## src/rtl/seg7_pkg.sv

```systemverilog
// seg7_pkg: shared constants for the seven-segment scan controller.
// Glyphs are active-low {g,f,e,d,c,b,a}; anodes are active-low, one bit per digit.
package seg7_pkg;

    localparam logic [6:0] SEG_OFF    = 7'h7F;
    localparam logic [7:0] ANODES_OFF = 8'hFF;

    // Index 0 is the rightmost entry.
    localparam logic [15:0][6:0] FONT = {
        7'h0E, 7'h06, 7'h21, 7'h46, 7'h03, 7'h08, 7'h10, 7'h00,
        7'h78, 7'h02, 7'h12, 7'h19, 7'h30, 7'h24, 7'h79, 7'h40
    };

    function automatic logic [7:0] anode_mask(input logic lit, input logic [2:0] k);
        return lit ? ~(8'd1 << k) : ANODES_OFF;
    endfunction

endpackage

```

## src/rtl/seg7_scan_ctrl_if.sv

```systemverilog
// seg7_scan_ctrl_if: digit data in, display drive out.
// The controller sits on the slave side; the host driving the data uses master.
interface seg7_scan_ctrl_if #(parameter int N_DIGITS = 4);

    logic                    en;
    logic [4*N_DIGITS-1:0]   digits;
    logic [N_DIGITS-1:0]     dp_in;
    logic                    lzb;
    logic [3:0]              bright;
    logic [N_DIGITS-1:0]     an;
    logic [6:0]              seg;
    logic                    dp;
    logic [2:0]              digit_idx;
    logic                    frame_tick;

    modport master (
        output en, digits, dp_in, lzb, bright,
        input  an, seg, dp, digit_idx, frame_tick
    );

    modport slave (
        input  en, digits, dp_in, lzb, bright,
        output an, seg, dp, digit_idx, frame_tick
    );

endinterface

```

## src/rtl/seg7_decode.sv

```systemverilog
// seg7_decode: hex nibble to active-low seven-segment glyph.
module seg7_decode
    import seg7_pkg::*;
(
    input  logic [3:0] nibble,
    output logic [6:0] seg
);

    assign seg = FONT[nibble];

endmodule

```

## src/rtl/seg7_scan_ctrl.sv

```systemverilog
// seg7_scan_ctrl: multiplexed scan of an N-digit common-anode display with
// inter-digit blanking, PWM brightness, leading-zero blanking and per-frame snapshot.
module seg7_scan_ctrl
    import seg7_pkg::*;
#(
    parameter int N_DIGITS     = 4,
    parameter int PRESCALE_W   = 18,
    parameter int BLANK_CYCLES = 1024
) (
    input  logic            CLK,
    input  logic            reset_n,
    seg7_scan_ctrl_if.slave bus
);

    localparam logic [PRESCALE_W-1:0] CNT_MAX = '1;
    localparam logic [PRESCALE_W-1:0] BLANK   = PRESCALE_W'(BLANK_CYCLES);
    localparam logic [2:0]            LAST    = 3'(N_DIGITS - 1);

    logic [PRESCALE_W-1:0] cnt;
    logic [2:0]            idx;
    logic                  en_q;
    logic [4*N_DIGITS-1:0] digits_s;
    logic [N_DIGITS-1:0]   dp_s;
    logic                  lzb_s;
    logic [3:0]            bright_s;
    logic                  frame_end;
    logic                  lit;
    logic                  zero_run;
    logic                  cur_dp;
    logic                  cur_blank;
    logic [3:0]            cur_nib;
    logic [6:0]            glyph;

    assign frame_end = cnt == CNT_MAX && idx == LAST;

    always_ff @(posedge CLK or negedge reset_n) begin
        if (!reset_n) begin
            cnt  <= '0;
            idx  <= '0;
            en_q <= 1'b0;
        end else begin
            en_q <= bus.en;
            cnt  <= bus.en ? cnt + 1'b1 : '0;
            idx  <= !bus.en ? '0 : cnt != CNT_MAX ? idx : idx == LAST ? '0 : idx + 3'd1;
        end
    end

    // Inputs are only sampled at a frame boundary, or continuously while idle.
    always_ff @(posedge CLK or negedge reset_n) begin
        if (!reset_n) begin
            digits_s <= '0;
            dp_s     <= '0;
            lzb_s    <= 1'b0;
            bright_s <= '0;
        end else if (!bus.en || frame_end) begin
            digits_s <= bus.digits;
            dp_s     <= bus.dp_in;
            lzb_s    <= bus.lzb;
            bright_s <= bus.bright;
        end
    end

    // Walk from the leftmost digit down so zero_run means "this and all higher digits are 0".
    always_comb begin
        zero_run  = 1'b1;
        cur_nib   = '0;
        cur_dp    = 1'b0;
        cur_blank = 1'b0;
        for (int k = N_DIGITS - 1; k >= 0; k--) begin
            zero_run = zero_run && digits_s[4*k +: 4] == 4'd0;
            if (idx == 3'(k)) begin
                cur_nib   = digits_s[4*k +: 4];
                cur_dp    = dp_s[k];
                cur_blank = lzb_s && k != 0 && zero_run;
            end
        end
    end

    assign lit = bus.en && cnt >= BLANK && bright_s != 4'd0
              && cnt[PRESCALE_W-1 -: 4] < bright_s && !cur_blank;

    seg7_decode u_decode (
        .nibble (cur_nib),
        .seg    (glyph)
    );

    always_ff @(posedge CLK or negedge reset_n) begin
        if (!reset_n) begin
            bus.an         <= N_DIGITS'(ANODES_OFF);
            bus.seg        <= SEG_OFF;
            bus.dp         <= 1'b1;
            bus.digit_idx  <= '0;
            bus.frame_tick <= 1'b0;
        end else begin
            bus.an         <= N_DIGITS'(anode_mask(lit, idx));
            bus.seg        <= lit ? glyph : SEG_OFF;
            bus.dp         <= ~(lit && cur_dp);
            bus.digit_idx  <= idx;
            bus.frame_tick <= bus.en && (frame_end || !en_q);
        end
    end

endmodule

```

## src/flat_wrapper.sv

```systemverilog
// flat-port wrapper written by rule: the top's interface ports become plain ports
module seg7_scan_ctrl_flat import seg7_pkg::*;
#(
    parameter int N_DIGITS     = 4,
    parameter int PRESCALE_W   = 18,
    parameter int BLANK_CYCLES = 1024
)
  (CLK, reset_n, bus_en, bus_digits, bus_dp_in, bus_lzb, bus_bright, bus_an, bus_seg, bus_dp, bus_digit_idx, bus_frame_tick);
  seg7_scan_ctrl_if #(.N_DIGITS(N_DIGITS)) bus_i ();
  input  logic CLK;
  input  logic reset_n;
  input wire logic [$bits(bus_i.en)-1:0] bus_en;
  input wire logic [$bits(bus_i.digits)-1:0] bus_digits;
  input wire logic [$bits(bus_i.dp_in)-1:0] bus_dp_in;
  input wire logic [$bits(bus_i.lzb)-1:0] bus_lzb;
  input wire logic [$bits(bus_i.bright)-1:0] bus_bright;
  output wire logic [$bits(bus_i.an)-1:0] bus_an;
  output wire logic [$bits(bus_i.seg)-1:0] bus_seg;
  output wire logic [$bits(bus_i.dp)-1:0] bus_dp;
  output wire logic [$bits(bus_i.digit_idx)-1:0] bus_digit_idx;
  output wire logic [$bits(bus_i.frame_tick)-1:0] bus_frame_tick;
  assign bus_i.en = bus_en;
  assign bus_i.digits = bus_digits;
  assign bus_i.dp_in = bus_dp_in;
  assign bus_i.lzb = bus_lzb;
  assign bus_i.bright = bus_bright;
  assign bus_an = bus_i.an;
  assign bus_seg = bus_i.seg;
  assign bus_dp = bus_i.dp;
  assign bus_digit_idx = bus_i.digit_idx;
  assign bus_frame_tick = bus_i.frame_tick;
  seg7_scan_ctrl #(.N_DIGITS(N_DIGITS), .PRESCALE_W(PRESCALE_W), .BLANK_CYCLES(BLANK_CYCLES)) u_core (.CLK(CLK), .reset_n(reset_n), .bus(bus_i));
endmodule
```

## config.mk

```make
export PLATFORM = sky130hd
export DESIGN_NAME = seg7_scan_ctrl_flat
export DESIGN_NICKNAME = d
export VERILOG_FILES = /design/src/rtl/seg7_pkg.sv /design/src/rtl/seg7_scan_ctrl_if.sv /design/src/rtl/seg7_decode.sv /design/src/rtl/seg7_scan_ctrl.sv /design/src/flat_wrapper.sv
export SDC_FILE = /design/constraint.sdc
export NUM_CORES = 1
export LEC_CHECK = 0
export BUFFER_PORTS_ARGS = -buffer_cell sky130_fd_sc_hd__buf_2
export CAP_MARGIN = 20
export CORE_MARGIN = 5
export CORE_UTILIZATION = 60
export CTS_CLUSTER_DIAMETER = 50
export CTS_CLUSTER_SIZE = 25
export DETAILED_ROUTE_END_ITERATION = 8
export GPL_ROUTABILITY_DRIVEN = 0
export PLACE_DENSITY_LB_ADDON = 0.05
export SLEW_MARGIN = 40
export SYNTH_ARGS = -nofsm -noshare
export SYNTH_HDL_FRONTEND = slang
export SYNTH_SLANG_ARGS = --single-unit
```

## constraint.sdc

```tcl
create_clock -name CLK -period 5.8 [get_ports CLK]
set_clock_uncertainty 0.15 [all_clocks]
set_input_delay 0.58 -clock CLK [delete_from_list [all_inputs] [get_ports CLK]]
set_output_delay 0.58 -clock CLK [all_outputs]
set_load 0.05 [all_outputs]
```

---- Yosys cells after proc, flatten, opt, wreduce, memory -nomap -nowiden ----
Memories as Yosys holds them, arrays and structs flattened.
Cells that the tools add are included.
W data, S select, Z words.
storage, ports and cells
  bits in registers ....................... 63
  ROM bits ................................ 112
  bits of input ports ..................... 28
  output and inout port bits .............. 16
  word-level logic and storage cells ...... 68
  memories ................................ 1
operators by class
  add/subtract/negate cells ............... 2
  magnitude comparators ................... 3
  eq/ne operators ......................... 6
  shift-type cells ........................ 1
  multiplexer cells ....................... 19
  bitwise logic cells ..................... 2
  reduce and logical (&&, ||, !) cells .... 22
memories
  memory           depth  width  read ports  clocked after memory_dff  write ports  line              RTL
  (no name shown)  16     7      1           0                         0            seg7_decode.sv:9  assign seg = FONT[nibble];
operator list
  kind                     number
  $mux W4                  5
  $add A18 B1 Y18 const B  1
  $eq A18 B18 Y1 const B   1
  $ge A18 B11 Y1 const B   1
  $mux W18                 1
  $ne A18 B18 Y1 const B   1
  $mux W7                  2
  $logic_and A1 B1 Y1      12
  $logic_not A4 Y1         3
  $mux W3                  3
  $mux W1                  8
  $eq A3 B2 Y1 const B     2
  $lt A4 B5 Y1 const B     1
  $lt A4 B4 Y1             1
  $not A4 Y4               1
  $reduce_bool A4 Y1       1
  $shl A1 B3 Y4 const A    1
  $add A3 B1 Y3 const B    1
  $eq A3 B1 Y1 const B     1
  $logic_not A1 Y1         3
  $logic_not A3 Y1         1
  $logic_or A1 B1 Y1       2
  $ne A2 B2 Y1 const B     1
  $not A1 Y1               1

---- Longest topological paths before layout ----
Gate-level depths: netlist (run 1).
  depth in word-level cells ............... 10
  gate-level depth with buffers ........... 13
  gate-level depth less buffers ........... 12

---- Hierarchy ----
Synthesis (run 1) repeated with hierarchy kept, for this count alone.
second synthesis, totals
  cell total of the unflattened synthesis .. 286
  area, all modules ....................... 3,298.2 µm²
modules (own cells, without submodules)
  module          times used  cells an instance  area each (µm²)  sequential area each (µm²)
  seg7_scan_ctrl  1           254                3,022.9          1,591.5
  seg7_decode     1           32                 275.3            0.0

---- Least setup slack after synthesis (run 1) ----
No wires, ideal clock.
  kind .................................... register to register
  start ................................... register u_core.idx[0]
  end ..................................... register u_core.bus.seg[1]
  setup time .............................. 63 ps
  data arrival time ....................... 2,304 ps
  data required time ...................... 5,587 ps
  path slack .............................. 3,283 ps
  cell stages (with the launch flop) ...... 13
  path buffers ............................ 1
  clock period less this slack ............ 2,517 ps
  cell sequence ........................... dfrtp_1 inv_1 ha_1 buf_2 nor2_1 a22o_1 a31oi_1 nor2b_1 inv_1 ha_1 o21ai_0 mux2_2 nand2_1
on the way
  cells in the longest elaborated chain, start to end .. 8
  elaborated cells on any way between the ends .. 17
  classes of those cells .................. eq/ne: 3; mux: 10; reduce/logical: 3; memory: 1
RTL lines
  element                                                               line                                    RTL
  from (decl)                                                           seg7_scan_ctrl.sv:20                    logic [2:0] idx;
  from (signal assigned)                                                seg7_scan_ctrl.sv:44                    idx <= !bus.en ? '0 : cnt != CNT_MAX ? idx : idx == LAST ? '0 : idx + 3'd1;
  $eq A3 B2 Y1                                                          seg7_scan_ctrl.sv:71                    if (idx == 3'(k)) begin
  $mux W4 or $mux W1 (tied branches) (4 in series)                      seg7_scan_ctrl.sv:71
  $mem_v2 Z16 W7 or $logic_not A1 Y1 (tied branches)                    -
  $mux W7 (not written as such) or $logic_and A1 B1 Y1 (tied branches)  seg7_decode.sv:9, seg7_scan_ctrl.sv:80
  $mux W7 (*)                                                           seg7_scan_ctrl.sv:96                    bus.seg <= lit ? glyph : SEG_OFF;
  to (signal assigned)                                                  seg7_scan_ctrl.sv:96
  to (decl)                                                             seg7_scan_ctrl_if.sv:23                 output an, seg, dp, digit_idx, frame_tick
Mark *: on every way between the ends. The rest lies on a longest branch, timed or not. The select of a mux whose other input is x is not followed.
A chain may end at the register's enable or synchronous reset.

---- Worst setup path after layout (run 1) ----
Same ends and word-level chain as after synthesis.

==> results of run 1 <==
-- sequential cells by signal, indices dropped and copies added (netlist names) --
name                   count
u_core.bus.frame_tick      1
u_core.bus.dp              1
u_core.bright_s            4
u_core.lzb_s               1
u_core.digits_s           16
u_core.bus.digit_idx       3
u_core.cnt                18
u_core.en_q                1
u_core.bus.seg             7
u_core.dp_s                4
u_core.idx                 3
u_core.bus.an              4
-- metal layers --
layer / GRT usage / up-vias / wire length [µm]
met5: 0 / - / 0
met4: 0.06579 / 0 / 106
met3: 0.05923 / 13 / 291
met2: 0.2632 / 46 / 2596
met1: 0.2569 / 1006 / 2935
li1: - / 1062 / -
-- synthesized netlist by cell type (2+ instances only) --
cell type | instances | area share
dfrtp_1 | 51 | 0.39
nand2_1 | 29 | 0.033
mux2_4 | 20 | 0.092
and2_1 | 18 | 0.034
ha_1 | 15 | 0.057
inv_1 | 15 | 0.017
dfstp_2 | 12 | 0.097
nor2_1 | 11 | 0.013
xnor2_1 | 11 | 0.030
clkbuf_1 | 8 | 0.0092
mux2_2 | 8 | 0.028
nand3_1 | 8 | 0.012
a21oi_1 | 7 | 0.011
nand3b_1 | 7 | 0.016
o211ai_1 | 6 | 0.014
o21ai_0 | 6 | 0.0092
xor2_1 | 5 | 0.013
nand4_1 | 3 | 0.0057
nor3_1 | 3 | 0.0046
nor4_1 | 3 | 0.0057
a21o_1 | 2 | 0.0046
a221oi_1 | 2 | 0.0054
and3_1 | 2 | 0.0038
and4_1 | 2 | 0.0054
buf_12 | 2 | 0.012
nand2b_1 | 2 | 0.0038
nand4_2 | 2 | 0.0077
nor2b_1 | 2 | 0.0038
o221ai_1 | 2 | 0.0054
-- kinds of logic (layout without fill, tap and decap cells) --
logic type	Yosys count	after routing	share of synthesized area
mux	29	29	0.1226
simple gates	101	101	0.1801
xor+xnor	16	16	0.04291
flops	63	63	0.4874
fa+ha+maj	15	15	0.05747
buf+inv	27	75	0.04253
compound gates	32	32	0.06705
-- worst max-delay path, stage by stage, from the launching register on --
cell     delay [ps]
dfrtp_1         440
inv_1           110
ha_1            410
nor2_1          100
a22o_1          210
a31oi_1         170
nor2b_1         280
inv_1           140
ha_1            310
o21ai_0          70
mux2_2          280
nand2_1          60
-- worst min-delay path by stage --
stage / start / cells past startpoint / end
4_1_cts: reset_n / 2 / u_core.digits_s[12]
2_1_floorplan: reset_n / 0 / u_core.bright_s[0]
6_report: reset_n / 2 / u_core.dp_s[2]
3_3_place_gp: u_core.en_q / 1 / u_core.bus.frame_tick
3_5_place_dp: u_core.en_q / 1 / u_core.bus.frame_tick
5_1_grt: reset_n / 2 / u_core.digits_s[12]
-- layout make-up --
type	count	area [µm²]
clock inverters	3	65.06
clock buffers	13	158.9
fillers	413	1480
repair buffers	44	226.5
inverters	15	56.30
flip-flops and latches	63	1592
well taps	70	87.58
multi-input cells	193	1539
-- where the power goes --
part           internal [µW]  switching [µW]
Sequential               460            16.6
Clock                    265             160
Combinational           49.9            47.5
-- placed cells by master, fill, tap and decap left out, types with 6 or more instances in the layout --
| cell | count |
|---|---|
| xnor2_1 | 11 |
| inv_1 | 15 |
| dfrtp_1 | 51 |
| nand3_1 | 8 |
| o211ai_1 | 6 |
| clkbuf_8 | 11 |
| buf_2 | 43 |
| nor2_1 | 11 |
| and2_1 | 18 |
| nand2_1 | 29 |
| nand3b_1 | 7 |
| o21ai_0 | 6 |
| a21oi_1 | 6 |
| ha_1 | 15 |
| mux2_4 | 20 |
| dfstp_2 | 12 |
| mux2_2 | 8 |
-- metrics by stage --
stage / power (µW) / hold slack (ps) / worst slack (ps) / std cells
after floorplan: 549.5 / 134.4 / 3283 / 283
after global placement: 579.6 / 276.3 / 3135 / 385
after detailed placement: 581.0 / 274.7 / 3010 / 385
after CTS: 1011 / 272.7 / 2991 / 401
after global routing: 1048 / 210.6 / 2790 / 401
final: 999.5 / 159.3 / 2996 / 401
==> flow_metrics.tcl, run 1 <==
set metrics [dict create \
    finalCritPeriodShare 0.4834 \
    antenna_found_initial 0 \
    cts.sinks 63 \
    synthDistinctLibCells 48 \
    insertion_delay_ps 340 \
    synth-edff-count 0 \
    die_w_um 83.78 \
    syn_nets 326 \
    vias 2127 \
    drive_above_1_share 0.3172 \
    ys_seq_area_frac 0.4874 \
    setup_viol 0 \
    die_area_um2 7018 \
    grt_usage 0.1823 \
    leakagePower_uw 0.001778 \
    critPathMaxFanout 13 \
    portBuffers 43 \
    timing.rr.start "u_core.idx[0]" \
    nets 369 \
    grt_setup_unrepaired "false" \
    ys_ff_latch 63 \
    cts_tree "yes" \
    worstSetupEndpoint "u_core.bus.seg[1]" \
    area_delta_synth_final_pct 14.06 \
    ir_worst_vdd_mv 0.1964 \
    dr.pass1.iters 4 \
    avgViaCountPerCell 5.304 \
    critPathLaunchType "flop" \
    rr_worst_depth 11 \
    rr_endpoint "u_core.bus.seg[1]" \
    drv_slew 0 \
    routed_wl_um 5929 \
    rows 26 \
    fin_util 0.7156 \
    io_pins 44 \
    netlist_area_um2 3266 \
    cts-hold-fix-buffers 0 \
    cts_made_buffers 9 \
    initial_core_util 0.6274 \
    grt_pass1_wl_um 10290 \
    drc 0 \
    maxCapViolCount 0 \
    core_um2 5205 \
    status "finished, final reports clean" \
    grt_pass1_vias 2153 \
    ctsResizeCount 0 \
    grt_max_degree 64 \
    required_ps 5940 \
    clk_path_buf_depth 2 \
    clkTransAtPathRegs_ps 70 \
    crit_type "reg -> reg" \
    gr-total-overflow 0 \
    worst_slew_pin_slew_ps 553.3 \
    synthArstFlopShare 1.000 \
    ys.flop_type "dfrtp_1" \
    postRouteAntennaNets 0 \
    hpwl_um 4125 \
    wl_per_cell_um 14.79 \
    fin_crit_ps 2804 \
    crit_arrival_ps 2940 \
    timing.fmax_mhz 356.7 \
    worstSetupStartpoint "u_core.idx[0]" \
    first_iter_violations 75 \
    cts_setup_buffers 0 \
    place_area_um2 3493 \
    final_area_um2 3725 \
    hp-class "in -> async" \
    avgSynthCellArea_um2 11.54 \
    diodes 0 \
    power_density_nw_per_um2 268.3 \
    die_h_um 83.78 \
    max_slew_margin 0.6311 \
    yosysWarnings 0 \
    h-tree-depth 3 \
    synthCells 283 \
    root_buffer "clkbuf_8" \
    rrSetupSlack_ps 3000 \
    critPathCaptureType "flop" \
    timing.setup.tns_ps 0 \
    hold_violations 0 \
]
Power figures use the tool's default switching activity.
==> run 2, diff against run 1 <==
--- a/config.mk
+++ b/config.mk
@@ -5,10 +5,11 @@
 export SDC_FILE = /design/constraint.sdc
 export NUM_CORES = 1
 export LEC_CHECK = 0
+export ABC_AREA = 1
 export BUFFER_PORTS_ARGS = -buffer_cell sky130_fd_sc_hd__buf_2
 export CAP_MARGIN = 20
 export CORE_MARGIN = 5
-export CORE_UTILIZATION = 60
+export CORE_UTILIZATION = 58
 export CTS_CLUSTER_DIAMETER = 50
 export CTS_CLUSTER_SIZE = 25
 export DETAILED_ROUTE_END_ITERATION = 8
==> constraint.sdc (replaced) <==
create_clock -name CLK -period 2.8 [get_ports CLK]
set_clock_uncertainty 0.15 [all_clocks]
set_input_delay 0.28 -clock CLK [delete_from_list [all_inputs] [get_ports CLK]]
set_output_delay 0.28 -clock CLK [all_outputs]
set_load 0.05 [all_outputs]
==> run 2 against run 1 <==
  * Flip-flop and latch count unchanged
  * Worst setup slack lost 2600 ps
  * Sequential power increased by 110%
==> flow_metrics.tcl, run 2 <==
set metrics [dict create \
    status "finished, final reports clean" \
    reg.largest.list "u_core.cnt x18, u_core.digits_s x16, u_core.bus.seg x7" \
    critPathMaxFanout 6 \
    gr-total-overflow 0 \
    yosysWarnings 0 \
    crit_arrival_ps 2560 \
    ys_seq_area_frac 0.4708 \
    cts_tree "yes" \
    intPower_uw 1556 \
    portBuffers 43 \
    clk_path_buf_depth 2 \
    grt_max_degree 41 \
    grt_pass1_vias 2687 \
    hold_violations 0 \
    p_switching_uw 656.6 \
    comb_power_share 0.209 \
    hp-class "in -> reg" \
    timing.setup.tns_ps 0 \
    clkPwrFrac 0.342 \
    cts_setup_buffers 0 \
    first_iter_violations 133 \
    core_um2 5574 \
    synthCells 422 \
    rrSetupSlack_ps 350 \
    synthTopCellsByCount "nand2_1 (127), dfrtp_1 (51), inv_1 (47), nand3_1 (47), nor2_1 (35)" \
    seqPwrFrac 0.449 \
    leakagePower_uw 0.002018 \
    avgViaCountPerCell 5.221 \
    synth_top_cell_by_area "dfrtp_1" \
    instances_no_fill 560 \
    postRouteAntennaNets 0 \
    rr_worst_depth 15 \
    avgSynthCellArea_um2 8.011 \
    netlist_area_um2 3381 \
    cts_made_buffers 9 \
    nets 526 \
    hold_end "u_core.digits_s[15]" \
    top_register "u_core.cnt" \
    die_w_um 86.35 \
    area_delta_synth_final_pct 17.73 \
    maxCapViolCount 0 \
    die_area_um2 7455 \
    antenna_found_initial 0 \
    clkTransAtPathRegs_ps 70 \
    ys.flop_type "dfrtp_1" \
    rr_endpoint "u_core.bus.seg[3]" \
    die_h_um 86.35 \
    rows 27 \
    timing.fmax_mhz 408.5 \
    synthTopCellsByArea "dfrtp_1 (38%), nand2_1 (14%), dfstp_2 (9.3%), nand3_1 (7.0%), ha_1 (5.6%)" \
    dp_cells 528 \
    diodes 0 \
    grt_usage 0.2190 \
    initial_core_util 0.6065 \
    routed_wl_um 7381 \
    worst_slew_pin_slew_ps 582.9 \
    power_density_nw_per_um2 555.8 \
    setup_viol 0 \
    min-delay-start "bus_digits[15]" \
    vias 2924 \
    h-tree-depth 3 \
    insertion_delay_ps 330 \
    post-synth-top-count-cell "nand2_1" \
    root_buffer "clkbuf_8" \
    layout_common_cells "nand2_1 (127), dfrtp_1 (51), inv_1 (47), nand3_1 (47), buf_2 (43)" \
    drc 0 \
    ys_ff_latch 63 \
    min_path_cells 3 \
    final_common_cell "nand2_1" \
    synthDistinctLibCells 35 \
    synth-edff-count 0 \
    cts.sinks 63 \
    synthArstFlopShare 1.000 \
    io_pins 44 \
    finalCritPeriodShare 0.8743 \
    drv_slew 0 \
    grt_setup_unrepaired "false" \
    timing.rr.start "u_core.idx[0]" \
    fin_crit_ps 2448 \
    hpwl_um 5279 \
    largest_reg_flops 18 \
    drive_above_1_share 0.1742 \
    max_slew_margin 0.6114 \
    swShare 0.2968 \
    yosysTopAreaCellShare 0.3775 \
    syn_nets 465 \
    ir_worst_vdd_mv 0.3872 \
    dr.pass1.iters 4 \
    crit_type "reg -> reg" \
    critPathLaunchType "flop" \
    grt_pass1_wl_um 13010 \
    wl_per_cell_um 13.18 \
    required_ps 2910 \
    critPathCaptureType "flop" \
]
## run 2: cell types whose count changed after synthesis, sizes merged, moves of 7 or more
| cell | change |
|---|---|
| inv | +33 |
| mux2 | -28 |
| nor2 | +25 |
| nand3 | +41 |
| nand3b | -7 |
| and2 | -17 |
| nand2 | +99 |
| nor3 | +8 |
| o21ai | +18 |
| xnor2 | -10 |
## run 2: critical path, stage by stage, from the launching register on
cell	delay [ps]
dfrtp_1	440
inv_1	120
ha_1	220
inv_1	90
nor2_1	250
nand2_1	80
nand2_1	70
nand2_1	50
nand2_1	60
nand2_1	130
inv_1	150
ha_1	180
nand3_1	130
nand2_1	110
nand2_1	50
nand3_1	80
## run 2: per-layer routing
layer,GRT usage,vias up,share of wire
met1,0.3348,1346,0.49
met4,0.08357,0,0.014
met5,0,-,0
met3,0.03897,11,0.064
met2,0.3074,88,0.43
li1,-,1479,-
## run 2: final cells by class
type                    instances  area [µm²]
clock buffers                  15       156.4
clock inverters                 1       30.03
fillers                       474        1594
inverters                      48       180.2
multi-input cells             300        1529
flip-flops and latches         63        1592
well taps                      72       90.09
repair buffers                 61       402.9
## run 2: per-stage QoR
step | power (µW) | area, µm² | utilization | hold WS (ps) | setup WS (ps)
5_1_grt | 2358 | 3980 | 0.7140 | 13.04 | 10.61
2_1_floorplan | 1333 | 3381 | - | -165.6 | 729.5
3_5_place_dp | 1451 | 3633 | 0.6519 | 152.9 | 388.5
4_1_cts | 2227 | 3980 | 0.7140 | 4.352 | 364.9
6_report | 2212 | 3980 | 0.7140 | 11.26 | 351.9
3_3_place_gp | 1442 | 3633 | 0.6519 | 148.6 | 512.7
## run 2: how the worst max path moves through the flow
stage / slack [ps] / endpoint / start / cells after the start
after CTS: 360 / u_core.bus.seg[3] / u_core.idx[0] / 15
after global routing: 10 / u_core.bus.seg[3] / u_core.idx[0] / 15
after floorplan: 730 / u_core.bus.seg[1] / u_core.idx[0] / 14
after detailed placement: 390 / u_core.bus.seg[3] / u_core.idx[0] / 15
final: 350 / u_core.bus.seg[3] / u_core.idx[0] / 15
after global placement: 510 / u_core.bus.seg[3] / u_core.idx[0] / 15
## run 2: cell families (layout without fill, tap and decap cells)
logic type,Yosys count,in the layout,share of synthesized area
AO/OA/AOI/OAI,41,41,0.06995
XOR/XNOR,4,4,0.01036
adder cells (fa/ha/maj),15,15,0.05551
buffers and inverters,59,125,0.07698
flip-flops,63,63,0.4708
AND/OR/NAND/NOR,240,240,0.3164
## run 2: timing repair
item | CTS | global route
hold endpoints to repair | 26 | 0
resized for setup | 0 | 0
hold buffers | 16 | 0
## run 2: power by group through the flow
stage	Clock, µW	Combinational, µW	Sequential (µW)
6_report	756	463	993
5_1_grt	821	539	997
4_1_cts	772	463	992
3_5_place_dp	0	444	1010
3_3_place_gp	0	435	1010
2_1_floorplan	0	319	1010
